<file path="config.mk">
export PLATFORM = sky130hd
export DESIGN_NAME = mmpu_op_issuer
export DESIGN_NICKNAME = d
export VERILOG_FILES = /design/src/rtl/mmpu_op_issuer.sv
export SDC_FILE = /design/constraint.sdc
export NUM_CORES = 1
export LEC_CHECK = 0
export BUFFER_PORTS_ARGS = -buffer_cell sky130_fd_sc_hd__buf_2
export CAP_MARGIN = 30
export CORE_ASPECT_RATIO = 1.75
export CORE_MARGIN = 2
export CORE_UTILIZATION = 48
export DETAILED_ROUTE_END_ITERATION = 10
export MAX_ROUTING_LAYER = met4
export PLACE_DENSITY = 0.84
export SLEW_MARGIN = 0
export SYNTH_ARGS = -nofsm -noshare
export SYNTH_HDL_FRONTEND = slang
export SYNTH_SLANG_ARGS = --single-unit
</file>
<file path="constraint.sdc">
create_clock -name clock -period 3.2 [get_ports clock]
set_clock_uncertainty 0.2 [all_clocks]
set_input_delay 0.16 -clock clock [delete_from_list [all_inputs] [get_ports clock]]
set_output_delay 0.16 -clock clock [all_outputs]
set_load 0.1 [all_outputs]
</file>
<file path="src/rtl/mmpu_op_issuer.sv">
// Crossbar row-vector instruction issuer: validates one operation, broadcasts its
// fields to the bitline decoders, and sequences SETUP -> APPLY -> RECOVER.
module mmpu_op_issuer #(
  parameter int dest_size    = 10,
  parameter int src_size     = 10,
  parameter int pulse_cycles = 4
) (
  input  logic                 clock,
  input  logic                 reset,
  input  logic                 in_valid,
  output logic                 in_ready,
  input  logic [1:0]           in_mem_op,
  input  logic                 in_col_flag,
  input  logic [dest_size-1:0] in_dest,
  input  logic [src_size-1:0]  in_src1,
  input  logic [src_size-1:0]  in_src2,
  input  logic [src_size-1:0]  in_start,
  input  logic [src_size-1:0]  in_endx,
  output logic [1:0]           mem_op,
  output logic                 col_flag,
  output logic [dest_size-1:0] dest_addr,
  output logic [src_size-1:0]  src1_addr,
  output logic [src_size-1:0]  src2_addr,
  output logic [src_size-1:0]  start,
  output logic [src_size-1:0]  endx,
  output logic                 apply_en,
  output logic                 busy,
  output logic                 done,
  output logic                 err
);

  typedef enum logic [1:0] {IDLE, SETUP, APPLY, RECOVER} state_t;

  typedef struct packed {
    logic [1:0]           mem_op;
    logic                 col_flag;
    logic [dest_size-1:0] dest;
    logic [src_size-1:0]  src1;
    logic [src_size-1:0]  src2;
    logic [src_size-1:0]  start;
    logic [src_size-1:0]  endx;
  } fields_t;

  // start > endx is an empty row range, so every decoder selects isolate.
  localparam fields_t IDLE_FIELDS = '{
    mem_op: 2'b00, col_flag: 1'b0, dest: '0, src1: '0, src2: '0, start: '1, endx: '0
  };
  localparam logic [7:0] PULSE_LOAD = 8'(pulse_cycles - 1);

  state_t     state_q, state_d;
  logic [7:0] cnt_q, cnt_d;
  fields_t    fields_q, fields_d;
  logic       in_ready_q, in_ready_d;
  logic       busy_q, busy_d;
  logic       apply_en_q, apply_en_d;
  logic       done_q, done_d;
  logic       err_q, err_d;
  logic       in_legal;
  fields_t    in_fields;

  assign in_fields = '{
    mem_op: in_mem_op, col_flag: in_col_flag, dest: in_dest,
    src1: in_src1, src2: in_src2, start: in_start, endx: in_endx
  };

  always_comb begin
    if (in_col_flag) in_legal = !in_mem_op[1] || (in_src1 <= in_src2);
    else             in_legal = (in_start <= in_endx);
  end

  always_comb begin
    // NOTE: every signal gets a default first so no path through the case infers a latch.
    state_d    = state_q;
    cnt_d      = cnt_q;
    fields_d   = fields_q;
    apply_en_d = 1'b0;
    done_d     = 1'b0;
    err_d      = 1'b0;

    unique case (state_q)
      IDLE: begin
        if (in_valid) begin
          if (in_legal) begin
            fields_d = in_fields;
            state_d  = SETUP;
          end else begin
            err_d = 1'b1;
          end
        end
      end
      SETUP: begin
        state_d    = APPLY;
        cnt_d      = PULSE_LOAD;
        apply_en_d = 1'b1;
      end
      APPLY: begin
        if (cnt_q == 8'd0) begin
          state_d  = RECOVER;
          done_d   = 1'b1;
          fields_d = IDLE_FIELDS;
        end else begin
          cnt_d      = cnt_q - 8'd1;
          apply_en_d = 1'b1;
        end
      end
      RECOVER: state_d = IDLE;
      default: state_d = IDLE;
    endcase

    in_ready_d = (state_d == IDLE);
    busy_d     = (state_d != IDLE);
  end

  // NOTE: state registers use non-blocking assignments so all flops update from pre-edge values.
  always_ff @(posedge clock) begin
    if (reset) begin
      state_q    <= IDLE;
      cnt_q      <= '0;
      fields_q   <= IDLE_FIELDS;
      in_ready_q <= 1'b1;
      busy_q     <= 1'b0;
      apply_en_q <= 1'b0;
      done_q     <= 1'b0;
      err_q      <= 1'b0;
    end else begin
      state_q    <= state_d;
      cnt_q      <= cnt_d;
      fields_q   <= fields_d;
      in_ready_q <= in_ready_d;
      busy_q     <= busy_d;
      apply_en_q <= apply_en_d;
      done_q     <= done_d;
      err_q      <= err_d;
    end
  end

  assign in_ready  = in_ready_q;
  assign busy      = busy_q;
  assign apply_en  = apply_en_q;
  assign done      = done_q;
  assign err       = err_q;
  assign mem_op    = fields_q.mem_op;
  assign col_flag  = fields_q.col_flag;
  assign dest_addr = fields_q.dest;
  assign src1_addr = fields_q.src1;
  assign src2_addr = fields_q.src2;
  assign start     = fields_q.start;
  assign endx      = fields_q.endx;

endmodule

</file>
Word-level counts from Yosys, hierarchy flattened
Index checks and enable logic that the tools add are counted.
- bits in registers: 68
- input port bits: 56
- logic and storage cells: 54
- add/subtract/negate cells: 1
- magnitude comparators: 2
- equality and inequality tests: 7
- mux-type cells: 15
- bitwise gates (word level): 3
- reduce and logical (&&, ||, !) cells: 12
- operator list (cell ; count):
    $mux W53 ; 3
    $pmux W53 S2 ; 1
    $le A10 B10 Y1 ; 2
    $pmux W8 S2 ; 1
    $logic_not A8 Y1 ; 1
    $mux W8 ; 1
    $ne A2 B2 Y1 const B ; 4
    $pmux W2 S4 ; 1
    $sub A8 B1 Y8 const B ; 1
    $mux W2 ; 3
    $reduce_bool A2 Y1 ; 3
    $eq A2 B2 Y1 const B ; 2
    $logic_not A2 Y1 ; 2
    $mux W1 ; 4
    $reduce_and A4 Y1 ; 1
    $not A1 Y1 ; 3
    $reduce_or A3 Y1 ; 1
    $eq A2 B1 Y1 const B ; 1
    $pmux W1 S2 ; 1
    $reduce_and A2 Y1 ; 1
    $reduce_or A2 Y1 ; 1
    $logic_not A1 Y1 ; 1
    $logic_or A1 B1 Y1 ; 1

Depth between registers and ports, before layout
- depth in word-level cells: 7
- depth in mapped cells: 10
- mapped depth without buffers: 8

Worst setup path after synthesis
No wires, ideal clock.
- path kind: input -> register
- start point: input port in_endx[5]
- end point: register fields_q (netlist bit col_flag)
- setup time: 118 ps
- data arrival time: 2004 ps
- required time: 2882 ps
- setup slack: 879 ps
- stages on the path: 10
- path through: inv_1 ha_1 a21oi_1 o21ai_1 a2111oi_2 nor4_1 or3_1 buf_6 buf_6 a22o_1
- cells in the longest elaborated chain, start to end: 4
- RTL lines (what ; line ; RTL):
    from (decl) ; 18 ; input logic [src_size-1:0] in_endx,
    $le A10 B10 Y1 ; 68 ; else in_legal = (in_start <= in_endx);
    $mux W1 ; 67 ; if (in_col_flag) in_legal = !in_mem_op[1] || (in_src1 <= in_src2);
    $ne A2 B2 Y1 (no source line) ; -- ;
    $reduce_and A4 Y1 (no source line) ; -- ;
    to (signal assigned) ; 128 ; fields_q <= fields_d;
    to (decl) ; 52 ; fields_t fields_q, fields_d;
Every way passes these cells.
A chain may end at the register's enable or synchronous reset.

Worst setup path in the final report
- start point: input port in_endx[5]
- end point: register fields_q (netlist bit dest_addr[1])
The elaborated chain is that of the path after synthesis.

==> metrics.csv <==
stage,metric,value,unit
run_status,status,"complete, no violations",
final_layout,Finished Layout Cells,539,
worst_setup_path,Worst Setup SP,in_endx[5],
worst_setup_path,Setup crit end,dest_addr[1],
drt,"antenna viol nets, final",0,
worst_setup_path,Worst R2R Path Depth,9,
logic_synthesis,leading area contributor after synthesis,dfxtp_1,
timing,RSZ-0062 raised after global routing,false,
timing,minimum clock period,3.00,ns
final_layout,Synth-to-Final Area Change,47.0,%
floorplanning,Die H,107,microns
timing,Final Max Tran Viols,0,
logic_synthesis,largest cells by area after synthesis,"dfxtp_1 47%, a22o_1 13%, ha_1 10%",
logic_synthesis,syn nets,367,
final_layout,nets,537,
worst_setup_path,Critical R2R Launch,cnt_q[0],
floorplanning,Initial Util,0.493,
logic_synthesis,Syn. warnings,0,
logic_synthesis,Synth top area share,0.470,
floorplanning,io pins,114,
cts,H-Tree Depth,3,
logic_synthesis,number of synthesized register bits,68,
worst_setup_path,startpoint types,input pin,
global_route,largest net degree at the start of global routing,38,
final_layout,layout cells sized above 1,0.299,
cts,root buffer cell,clkbuf_8,
cts,Clock Path Buffers,2,
cts,worst-skew pair later-pin latency,0.36,ns
global_route,total grt overflow,0,
logic_synthesis,register area share after synthesis,0.470,
logic_synthesis,multiplexer area fraction after synthesis,0,
timing,Setup Viol. Count Final,0,
timing,final worst path period share,0.938,
worst_setup_path,critical path arrival,3.05,ns
final_layout,ant diodes,0,
drt,DRC Markers,0,
drt,total number of vias,2867,
floorplanning,die area,6700,sq um
worst_setup_path,R2R Path End,dest_addr[1],
place,dpl hpwl,5140,microns
global_route,antenna violations before repair,0,
place,RD Place Congestion,0.842,
global_route,GRT Total Usage,0.267,
worst_setup_path,Critical Path Fanout Max,35,
timing,Final Hold Viols,0,
logic_synthesis,library cells used by synthesis,36,
power,PD cells,940,nW/um^2
logic_synthesis,Adder-Cell Fraction of Synth Area,0.104,
cts,Clock Sink Count,68,
global_route,global-route wire length before repair,13300,microns
drt,first drt pass iteration count,4,
worst_setup_path,CP Capture Type,flip-flop,
job,Max Cap Viol,0,
logic_synthesis,Post-Syn Instances,287,
worst_setup_path,worst path required time,3.25,ns
drt,Starting DRT DRC Count,222,
place,port bufs,113,
hold_path,Worst Hold Class,reg2reg,
logic_synthesis,largest family of logic cells by synthesized area,compound AO/OA/AOI/OAI gates,
worst_setup_path,Setup CP Type,in2reg,
drt,drt via density,5.32,
power,VDD IR max,0.697,mV
cts,CTS tree,yes,
drt,"wirelength, routed",8460,microns
cts,# hold bufs at CTS,55,
timing,Setup TNS,0,ns
cts,post-CTS sizing,0,
place,Post-Place Cells,469,
logic_synthesis,Mean Syn Cell Area,10.1,sq um
floorplanning,Rows,37,
floorplanning,chip width,62.7,microns
timing,Fmax,333,MHz
logic_synthesis,Post-Synth Simple-Gate Area,0.0976,
timing,Slew headroom,0.664,
timing,worst-margin pin slew,0.507,ns
cts,clock-pin slew on the worst setup and hold paths,0.07,ns
hold_path,hold depth,2,
floorplanning,area of the core,5880,sq um
cts,Setup Buffers After CTS,0,
worst_setup_path,R2R setup slack,0.65,ns
logic_synthesis,Compound-Gate Fraction of Synth Area,0.235,
global_route,vias in the first global route,2924,
power,leakage,2.18,nW
logic_synthesis,Synth Area in XOR/XNOR,0.00605,
logic_synthesis,Syn Std Cell Area,2900,sq um
cts,CTS buffer count,9,
drt,DR WL/cell,15.7,microns
[kinds of logic (layout without fill, tap and decap cells)]
kind of cell             Yosys count  in the layout
AND/OR/NAND/NOR                   55             55
AO/OA/AOI/OAI                     84             84
adder cells (fa/ha/maj)           24             24
XOR/XNOR                           2              2
flip-flops                        68             68
buffers and inverters             54            228
[through the flow]
stage	util	setup slack [ns]	cell area [sq um]	hold slack, ns	total power, mW
2_1_floorplan	-	0.879	2900	0.0855	2.90
3_3_place_gp	0.596	0.446	3500	0.170	3.16
3_5_place_dp	0.596	0.403	3500	0.172	3.19
4_1_cts	0.724	0.207	4260	0.244	4.00
5_1_grt	0.724	0.0729	4260	0.257	4.18
6_report	0.724	0.198	4260	0.239	4.00
[synthesized netlist by cell type, drive strengths merged]
cell	n
nand4	4
o21ai	4
inv	41
o311ai	1
a2bb2oi	9
nand2	6
clkbuf	2
a22oi	1
nor3	7
nor2b	3
a21o	1
a31oi	2
a211oi	6
nand3	3
a22o	43
nand2b	5
dfxtp	68
a21oi	10
xor2	2
o22ai	1
nor2	21
ha	24
o32ai	1
nand3b	1
nor4	1
a2111oi	3
o41a	1
or4	1
a31o	1
or3	3
buf	11
[power breakdown]
group | switching [mW] | internal, mW
Combinational | 1.64 | 0.455
Clock | 0.320 | 0.428
Sequential | 0.114 | 1.04
[cells in the final DEF, fill, tap and decap left out, types with 9 or more instances in the layout]
master and n:
dlygate4sd3_1 55, buf_2 113, ha_1 24, dfxtp_1 68, a2bb2oi_1 9, inv_1 41
clkbuf_8 9, a22o_1 43, a21oi_1 10, nor2_1 21
[layer usage]
layer / part of all wire / global-route usage / vias to the layer above
met3: 0.048 / 0.0640 / 42
met4: 0.053 / 0.195 / 0
met2: 0.55 / 0.477 / 112
met1: 0.35 / 0.244 / 1347
li1: - / - / 1366
met5: 0 / - / -
[critical path, cell delays in order]
cell and delay (ns):
dlygate4sd3_1 0.53, buf_2 0.12, inv_1 0.04, ha_1 0.31, a21oi_1 0.16, o21ai_1 0.09
a2111oi_2 0.48, nor4_1 0.10, or3_2 0.50, buf_4 0.27, a22o_1 0.29
[layout make-up]
class / instances / area (sq um)
clock buffers: 9 / 124
clock inverters: 6 / 80.1
fillers: 418 / 1620
inverters: 41 / 154
multi-input cells: 165 / 1280
flip-flops and latches: 68 / 1360
well taps: 78 / 97.6
repair buffers: 172 / 1160
[sequential cells by signal (all words and copies together) (netlist names), 2 cells and up]
register / cells
start: 10
state_q: 2
cnt_q: 8
src1_addr: 10
endx: 10
src2_addr: 10
dest_addr: 10
mem_op: 2
[how the worst min path moves through the flow]
stage              endpoint          from
4_1_cts            start[4]      start[4]
3_3_place_gp      mem_op[0]  in_mem_op[0]
6_report           start[4]      start[4]
2_1_floorplan      col_flag   in_col_flag
5_1_grt            start[4]      start[4]
3_5_place_dp   dest_addr[7]    in_dest[7]
Note: power is estimated with default switching activity, not from simulation.
